[src/rtl/uart_stim_tx.sv]
`default_nettype none
// ============================================================================
// Module   : uart_stim_tx
// Purpose  : FIFO-buffered 8N1/8N2 serial byte source gated by active-low rts
// Revision : 1.0
// ============================================================================
module uart_stim_tx #(
    parameter int CLKS_PER_BIT = 417,
    parameter int DEPTH        = 8,
    parameter int STOP_BITS    = 1
) (
    input  logic                       clk,
    input  logic                       reset,
    input  logic [7:0]                 in_data,
    input  logic                       in_valid,
    output logic                       in_ready,
    input  logic                       rts,
    output logic                       txd,
    output logic                       busy,
    output logic [$clog2(DEPTH):0]     fifo_count
);

    localparam int AW = $clog2(DEPTH);
    localparam int CW = AW + 1;
    localparam int BW = $clog2(STOP_BITS * CLKS_PER_BIT);

    localparam logic [1:0] S_IDLE  = 2'd0;
    localparam logic [1:0] S_START = 2'd1;
    localparam logic [1:0] S_DATA  = 2'd2;
    localparam logic [1:0] S_STOP  = 2'd3;

    localparam logic [BW-1:0] c_BIT_LOAD  = BW'(CLKS_PER_BIT - 1);
    localparam logic [BW-1:0] c_STOP_LOAD = BW'(STOP_BITS * CLKS_PER_BIT - 1);
    localparam logic [CW-1:0] c_FULL      = CW'(DEPTH);
    localparam logic [CW-1:0] c_ONE       = CW'(1);
    localparam logic [AW-1:0] c_PTR_ONE   = AW'(1);

    logic            r_rts_meta;
    logic            r_rts_s;
    logic [7:0]      r_mem [DEPTH];
    logic [AW-1:0]   r_wptr;
    logic [AW-1:0]   r_rptr;
    logic [CW-1:0]   r_count;
    logic [1:0]      r_state;
    logic [BW-1:0]   r_baud;
    logic [2:0]      r_bit_idx;
    logic [7:0]      r_sh;
    logic            r_txd;
    logic            r_busy;

    logic            w_push;
    logic            w_pop;
    logic            w_stop_done;
    logic            w_busy_nxt;
    logic [CW-1:0]   w_count_nxt;

    assign in_ready    = (r_count != c_FULL);
    assign w_push      = in_valid & in_ready;
    assign w_pop       = (r_state == S_IDLE) & (r_count != '0) & ~r_rts_s;
    assign w_stop_done = (r_state == S_STOP) & (r_baud == '0);

    always_comb begin
        w_count_nxt = r_count;
        case ({w_push, w_pop})
            2'b10:   w_count_nxt = r_count + c_ONE;
            2'b01:   w_count_nxt = r_count - c_ONE;
            default: w_count_nxt = r_count;
        endcase
    end

    // busy looks one state ahead so it lands on the same edge as fifo_count
    assign w_busy_nxt = (w_count_nxt != '0) | w_pop |
                        ((r_state != S_IDLE) & ~w_stop_done);

    always_ff @(posedge clk) begin
        if (w_push) begin
            r_mem[r_wptr] <= in_data;
        end
    end

    always_ff @(posedge clk) begin
        if (reset) begin
            r_rts_meta <= 1'b1;
            r_rts_s    <= 1'b1;
            r_wptr     <= '0;
            r_rptr     <= '0;
            r_count    <= '0;
            r_state    <= S_IDLE;
            r_baud     <= '0;
            r_bit_idx  <= '0;
            r_sh       <= '0;
            r_txd      <= 1'b1;
            r_busy     <= 1'b0;
        end else begin
            r_rts_meta <= rts;
            r_rts_s    <= r_rts_meta;
            r_count    <= w_count_nxt;
            r_busy     <= w_busy_nxt;
            if (w_push) begin
                r_wptr <= r_wptr + c_PTR_ONE;
            end

            // txd follows the state one edge late, so it falls the edge after the pop
            case (r_state)
                S_START: r_txd <= 1'b0;
                S_DATA:  r_txd <= r_sh[0];
                default: r_txd <= 1'b1;
            endcase

            case (r_state)
                S_IDLE: begin
                    if (w_pop) begin
                        r_sh    <= r_mem[r_rptr];
                        r_rptr  <= r_rptr + c_PTR_ONE;
                        r_baud  <= c_BIT_LOAD;
                        r_state <= S_START;
                    end
                end
                S_START: begin
                    if (r_baud == '0) begin
                        r_baud    <= c_BIT_LOAD;
                        r_bit_idx <= '0;
                        r_state   <= S_DATA;
                    end else begin
                        r_baud <= r_baud - 1'b1;
                    end
                end
                S_DATA: begin
                    if (r_baud == '0) begin
                        r_sh      <= {1'b0, r_sh[7:1]};
                        r_bit_idx <= r_bit_idx + 3'd1;
                        if (r_bit_idx == 3'd7) begin
                            r_baud  <= c_STOP_LOAD;
                            r_state <= S_STOP;
                        end else begin
                            r_baud <= c_BIT_LOAD;
                        end
                    end else begin
                        r_baud <= r_baud - 1'b1;
                    end
                end
                default: begin
                    if (r_baud == '0) begin
                        r_state <= S_IDLE;
                    end else begin
                        r_baud <= r_baud - 1'b1;
                    end
                end
            endcase
        end
    end

    assign txd        = r_txd;
    assign busy       = r_busy;
    assign fifo_count = r_count;

endmodule
`default_nettype wire

[config.mk]
export PLATFORM = sky130hd
export DESIGN_NAME = uart_stim_tx
export DESIGN_NICKNAME = d
export VERILOG_FILES = /design/src/rtl/uart_stim_tx.sv
export SDC_FILE = /design/constraint.sdc
export NUM_CORES = 1
export LEC_CHECK = 0
export ABC_AREA = 1
export BUFFER_PORTS_ARGS = -buffer_cell sky130_fd_sc_hd__buf_2
export CAP_MARGIN = 5
export CELL_PAD_IN_SITES_DETAIL_PLACEMENT = 0
export CELL_PAD_IN_SITES_GLOBAL_PLACEMENT = 1
export CORE_MARGIN = 8
export CORE_UTILIZATION = 52
export DETAILED_ROUTE_END_ITERATION = 10
export PLACE_DENSITY = 0.9
export SYNTH_ARGS = -nofsm -noshare
export SYNTH_HDL_FRONTEND = slang
export SYNTH_SLANG_ARGS = --single-unit
[constraint.sdc]
create_clock -name clk -period 4.1 [get_ports clk]
set_input_delay 0.615 -clock clk [delete_from_list [all_inputs] [get_ports clk]]
set_output_delay 0.615 -clock clk [all_outputs]
set_load 0.05 [all_outputs]
[After elaboration in Yosys (flattened, before gate mapping)]
Memory sizes are Yosys's and may differ from the RTL's. A register that Yosys moved wholly into a read port is not among the register bits.
Cells that the tools add are included.
Word-level totals
  register bits: 36
  bits in writable memories: 64
  input bits: 12
  memories kept: 1
Cells by class
  add/subtract/negate cells: 6
  eq/ne operators: 12
  multiplexer cells: 22
  bitwise logic cells: 9
  reductions and logical operators: 14
Memory list
  r_mem: depth 8, bits a word 8, rd ports 1, clocked after memory_dff 1, write ports 1, RTL line 40  | logic [7:0] r_mem [DEPTH];
Operator list (count)
  $mux W9: 3
  $pmux W9 S2: 1
  $mux W8: 2
  $pmux W8 S2: 1
  $mux W3: 4
  $mux W2: 5
  $add A3 B1 Y3 const B: 3
  $logic_not A9 Y1: 1
  $sub A9 B1 Y9 const B: 1
  $ne A2 B2 Y1 const B: 4
  $pmux W4 S2: 1
  $reduce_bool A2 Y1: 4
  $reduce_bool A4 Y1: 2
  $eq A2 B2 Y1 const B: 3
  $pmux W2 S3: 1
  $pmux W3 S2: 1
  $reduce_and A3 Y1: 2
  $and A1 B1 Y1: 5
  $reduce_and A5 Y1: 1
  $add A4 B1 Y4 const B: 1
  $eq A2 B1 Y1 const B: 2
  $ne A4 B4 Y1 const B: 1
  $reduce_and A2 Y1: 2
  $sub A4 B1 Y4 const B: 1
  8 further kinds: 11

[Depth between registers and ports, before layout]
  word-level depth: 8
  depth in mapped cells: 17
  mapped depth without buffers: 17

[Worst setup path before layout]
No wires, ideal clock.
  path type: register -> register
  start: reg r_count[3] (netlist: fifo_count[3])
  end: reg r_busy (netlist: busy)
  library setup time: 0.114 ns
  arrival time: 2.399 ns
  slack: 1.587 ns
  stages on the path, launching flop included: 13
  clock period less this slack: 2.513 ns
  cell sequence: dfxtp_1 -> inv_1 -> nor2_1 -> nand2_1 -> nand2_4 -> nand3_1 -> nand2_1 -> inv_1 -> ha_1 -> o21ai_0 -> a41oi_1 -> nor2_1 -> nand2_1
RTL lines
  start, declared: RTL line 43  | logic [CW-1:0] r_count;
  start signal, assigned: RTL line 97  | r_count <= w_count_nxt;
  $ne A4 B4 Y1 (*): RTL line 57  | assign in_ready = (r_count != c_FULL);
  via in_ready: RTL line 16  | output logic in_ready,
  $and A1 B1 Y1 (*): RTL line 58  | assign w_push = in_valid & in_ready;
  $eq A2 B1 Y1 or $eq A2 B2 Y1 (tied branches): RTL line 64  | case ({w_push, w_pop})
  $pmux W4 S2 (*): RTL line 64
  $reduce_bool A4 Y1 (*): RTL line 72  | assign w_busy_nxt = (w_count_nxt != '0) | w_pop |
  $or A1 B1 Y1 (*) (2 in a row): RTL line 72
  end signal, assigned: RTL line 98  | r_busy <= w_busy_nxt;
  end, declared: RTL line 49  | logic r_busy;
Mark *: on every way through the listed nets, which the timed path passes. The rest lies on a longest branch.
A chain may end at the register's enable or synchronous reset.

[Worst setup path after layout]
  start: reg r_state[0]
  end: reg r_busy (netlist: busy)
On the way
  word-level cells in the longest chain between the ends: 8
Ends and longest elaborated chain
  start, declared: RTL line 44  | logic [1:0] r_state;
  start signal, assigned: RTL line 88  | r_state <= S_IDLE;
  start signal, assigned: RTL line 116  | r_state <= S_START;
  start signal, assigned: RTL line 123  | r_state <= S_DATA;
  $logic_not A2 Y1: RTL line 59  | assign w_pop = (r_state == S_IDLE) & (r_count != '0) & ~r_rts_s;
  $and A1 B1 Y1 (2 in a row): RTL line 59
  $eq A2 B1 Y1 or $eq A2 B2 Y1 (tied branches): RTL line 64
  $pmux W4 S2: RTL line 64
  $reduce_bool A4 Y1: RTL line 72
  $or A1 B1 Y1: RTL line 72
  $or A1 B1 Y1 (*): RTL line 72
Mark *: on every way between the ends. The rest lies on a longest branch, timed or not.

==> results.rst <==
.. list-table::
   :header-rows: 1

   * - Metric
     - Value
   * - Status
     - completed
   * - Crit path kind
     - reg2reg
   * - Avg Vias per Cell
     - about 5.4
   * - Number of gates resized after cts
     - 0
   * - Final net count
     - 489
   * - Shortest period the worst path allows
     - 2.259 ns
   * - Standard-cell rows
     - 34
   * - Cell Count, Final, Fillers Out
     - 578
   * - Overall die width
     - between 100 and 150 µm
   * - Synthesis Warnings
     - 0
   * - Worst Hold Class
     - reg2reg
   * - Pin count of the biggest net entering global routing
     - 34
   * - Count of antenna-violating nets left after detailed routing
     - 0
   * - Height of the die
     - 108.7 µm
   * - Insertion delay to the later sink of the worst-skew pair
     - roughly 0.37 ns
   * - Max frequency
     - 442.6 MHz
   * - Transition time of the tightest slew-check pin
     - about 0.93 ns
   * - Count of filler cells inserted in the layout
     - 740
   * - Accumulated negative setup slack
     - 0 ns
   * - Worst Clk Skew
     - 0.01468 ns
   * - Port-buffer cells
     - 18
   * - Final HPWL DP
     - 5822 µm
   * - Initial antenna violation count
     - 0
   * - Share of final-layout standard cells stronger than drive strength 1
     - around an eighth
   * - Worst max-slew margin expressed relative to the limit
     - 38.05%
   * - Wire length of the first global-routing pass
     - approximately 14000 µm
   * - Gate count of the mapped netlist
     - 448
   * - Leakage power
     - ~1.8 nW
   * - Residual DRC count
     - 0
   * - Synthesized flop and latch total
     - ~100
   * - Inserted Diodes
     - 0
   * - Unrepaired setup endpoints after global routing
     - no
   * - Register area share after synthesis
     - 60.54%
   * - Area growth syn-to-layout
     - 8.184%
   * - Number of top-level design ports
     - 19
   * - Post-DR wirelength/cell
     - 14.86 µm
   * - Total congestion overflow
     - 0
   * - Post-Synthesis Mean Instance Area
     - 9.965 µm²
   * - Number of hold buffers added after CTS
     - 0
   * - Data required time at the worst endpoint
     - around 4.4 ns
   * - Htree depth
     - 3
   * - Post-CTS repair timing setup buffer count
     - 0
   * - Final Hold Violating Endpoints
     - 0
   * - Violation count after the first detailed-route iteration
     - between 200 and 250
   * - Full die area
     - 0.01181 mm²
   * - Placeable core region
     - 0.008508 mm²
   * - Via count of the first global-routing pass
     - 3006
   * - RePlAce Congestion
     - about 0.79
   * - TritonCTS clock tree
     - yes
   * - Final number of max-transition violations
     - 0
   * - Post-Place Cells
     - 562
   * - DR pass1 iterations
     - 5
   * - Clock sink count
     - 103
   * - Arrival time at the worst endpoint
     - 2.52 ns
   * - Buffer levels on the longest clock path
     - 2
   * - Via count of the routed design
     - 3103
   * - Cell area after technology mapping
     - 0.004464 mm²
   * - Number of buffers created by CTS
     - 9
   * - Total of max-cap violations
     - 0
   * - Critical path startpoint category
     - flip-flop
   * - Total wirelength of the detailed-routed design
     - 8588 µm
   * - Power consumption
     - 2.868 mW
   * - Peak supply drop
     - 281.2 µV
   * - Endpoint kind of the worst setup timing path
     - flip-flop
   * - Global routing usage summed across all routing layers
     - 15.50%
   * - Master cell of the clock root buffer
     - clkbuf_8
   * - Clk pin slew, worst setup/hold paths
     - about 0.1 ns
   * - Number of endpoints failing setup at the final stage
     - 0
   * - Post-synth cell types
     - 38
   * - Maximum fanout along the worst path
     - 9
   * - Final critical-path share of the clock period
     - 55.11%
   * - Syn_nets
     - between 400 and 500
   * - Core utilization of the finished layout
     - 56.76%
   * - Effective utilization at floorplan
     - 52.47%
   * - Total power per unit cell area
     - between 500 and 600 mW/mm²
[cell usage after synthesis]
master / number / share of area, %
nand4_1: 1 / 0.14
o211ai_1: 7 / 1.2
nand3_1: 8 / 0.90
buf_2: 2 / 0.22
inv_2: 1 / 0.084
edfxtp_1: 64 / 43
a21oi_1: 22 / 2.5
o221ai_1: 1 / 0.20
nor2_2: 3 / 0.42
a41oi_1: 1 / 0.20
o22ai_1: 9 / 1.3
nand2_8: 1 / 0.45
or2_2: 3 / 0.42
ha_1: 12 / 3.4
nand3_2: 1 / 0.22
xor2_1: 2 / 0.39
dfxtp_1: 39 / 17
nor3_2: 1 / 0.22
clkinv_4: 2 / 0.39
a211oi_1: 2 / 0.34
o21ai_4: 1 / 0.36
o211a_1: 1 / 0.22
a21oi_4: 1 / 0.36
inv_1: 34 / 2.9
clkbuf_1: 11 / 0.92
nor2_1: 82 / 6.9
nand2_1: 47 / 4.0
xnor2_1: 2 / 0.39
o21ai_1: 4 / 0.45
o21ai_2: 1 / 0.20
clkinv_2: 1 / 0.11
nor3b_1: 1 / 0.17
nor3_1: 3 / 0.34
o21bai_1: 1 / 0.17
a31oi_1: 1 / 0.14
nand2_2: 3 / 0.42
o21ai_0: 68 / 7.6
nand2_4: 4 / 1.0
[flip-flops by register name (all words and copies together), names as in the netlist, named ones only]
signal	cells
r_rts_s	1
r_sh	8
r_rptr	3
r_baud	9
r_rts_meta	1
r_bit_idx	3
r_mem	64
txd	1
r_wptr	3
fifo_count	4
busy	1
r_state	2
[per-stage QoR]
step | hold slack (ns) | instance area (µm²) | worst slack [ns]
global route | 0.4283 | 4830 | 1.530
detailed placement | 0.4012 | 4646 | 1.841
global placement | 0.3934 | 4646 | 1.912
floorplan | 0.3895 | 4464 | 1.587
CTS | 0.4114 | 4830 | 1.815
finish | 0.4257 | 4830 | 1.841
[where the power goes]
part	switching, mW	total (mW)	internal, mW
logic	0.616	0.919	0.303
clock network	0.370	0.606	0.237
registers	0.0996	1.34	1.24
total	1.09	2.87	1.78
[path summary, 6_finish.rpt]
| path | start | end | slack [ns] | depth (start not counted) |
|---|---|---|---|---|
| max | r_state[0] | busy | 1.84 | 16 |
| max reg2reg | r_state[0] | busy | 1.84 | 16 |
| min reg2reg | r_rts_meta | r_rts_s | 0.43 | 1 |
| min | r_rts_meta | r_rts_s | 0.43 | 1 |
[per-layer routing]
metal	GRT usage (%)	routed length, µm	vias up
li1	-	-	1578
met1	19.99	4011	1458
met2	24.54	4032	55
met3	3.014	365	12
met4	7.722	178	0
met5	0	0	-
[final cells by class]
cell class	instances	area (µm²)	share of cell area, %
well taps	108	135.1	2.798
multi-input cells	294	1556	32.23
clock buffers	10	127.6	2.642
flip-flops and latches	103	2703	55.96
inverters	38	153.9	3.187
clock inverters	6	56.30	1.166
repair buffers	19	97.59	2.021
[cells by family (layout without fill, tap and decap cells)]
kind of cell    after synthesis  count (layout)  share of synthesized area [%]
simple gates                158             158                          15.56
compound gates              120             120                          15.16
flops                       103             103                          60.54
buf+inv                      51              73                          4.596
fa+ha+maj                    12              12                          3.363
xor+xnor                      4               4                         0.7849
[layout by cell type, fill, tap and decap left out, types with 2 or more instances in the layout]
| cell type | count |
|---|---|
| edfxtp_1 | 64 |
| inv_6 | 3 |
| nand2_2 | 3 |
| xnor2_1 | 2 |
| or2_2 | 3 |
| buf_2 | 18 |
| dfxtp_1 | 39 |
| clkinv_4 | 2 |
| nor2_1 | 82 |
| nor2_2 | 3 |
| nand2_4 | 4 |
| o21ai_0 | 68 |
| a211oi_1 | 2 |
| o21ai_1 | 4 |
| nand3_1 | 8 |
| a21oi_1 | 22 |
| inv_1 | 34 |
| nor3_1 | 3 |
| ha_1 | 12 |
| nand2_1 | 47 |
| o211ai_1 | 7 |
| clkbuf_8 | 9 |
| xor2_1 | 2 |
| inv_8 | 2 |
| o22ai_1 | 9 |
[critical path, cell delays in order, from the launching register on]
cell     delay [ns]
dfxtp_1        0.35
inv_1          0.11
ha_1           0.25
nand2_1        0.11
a21oi_4        0.23
nand3_1        0.16
nand2_1        0.12
inv_1          0.05
ha_1           0.17
a21oi_1        0.16
inv_1          0.06
nand2_1        0.06
nand3_1        0.07
nand2_1        0.06
inv_1          0.05
nor2_1         0.09
nand2_1        0.06
Note: power is estimated with default switching activity, not from simulation.
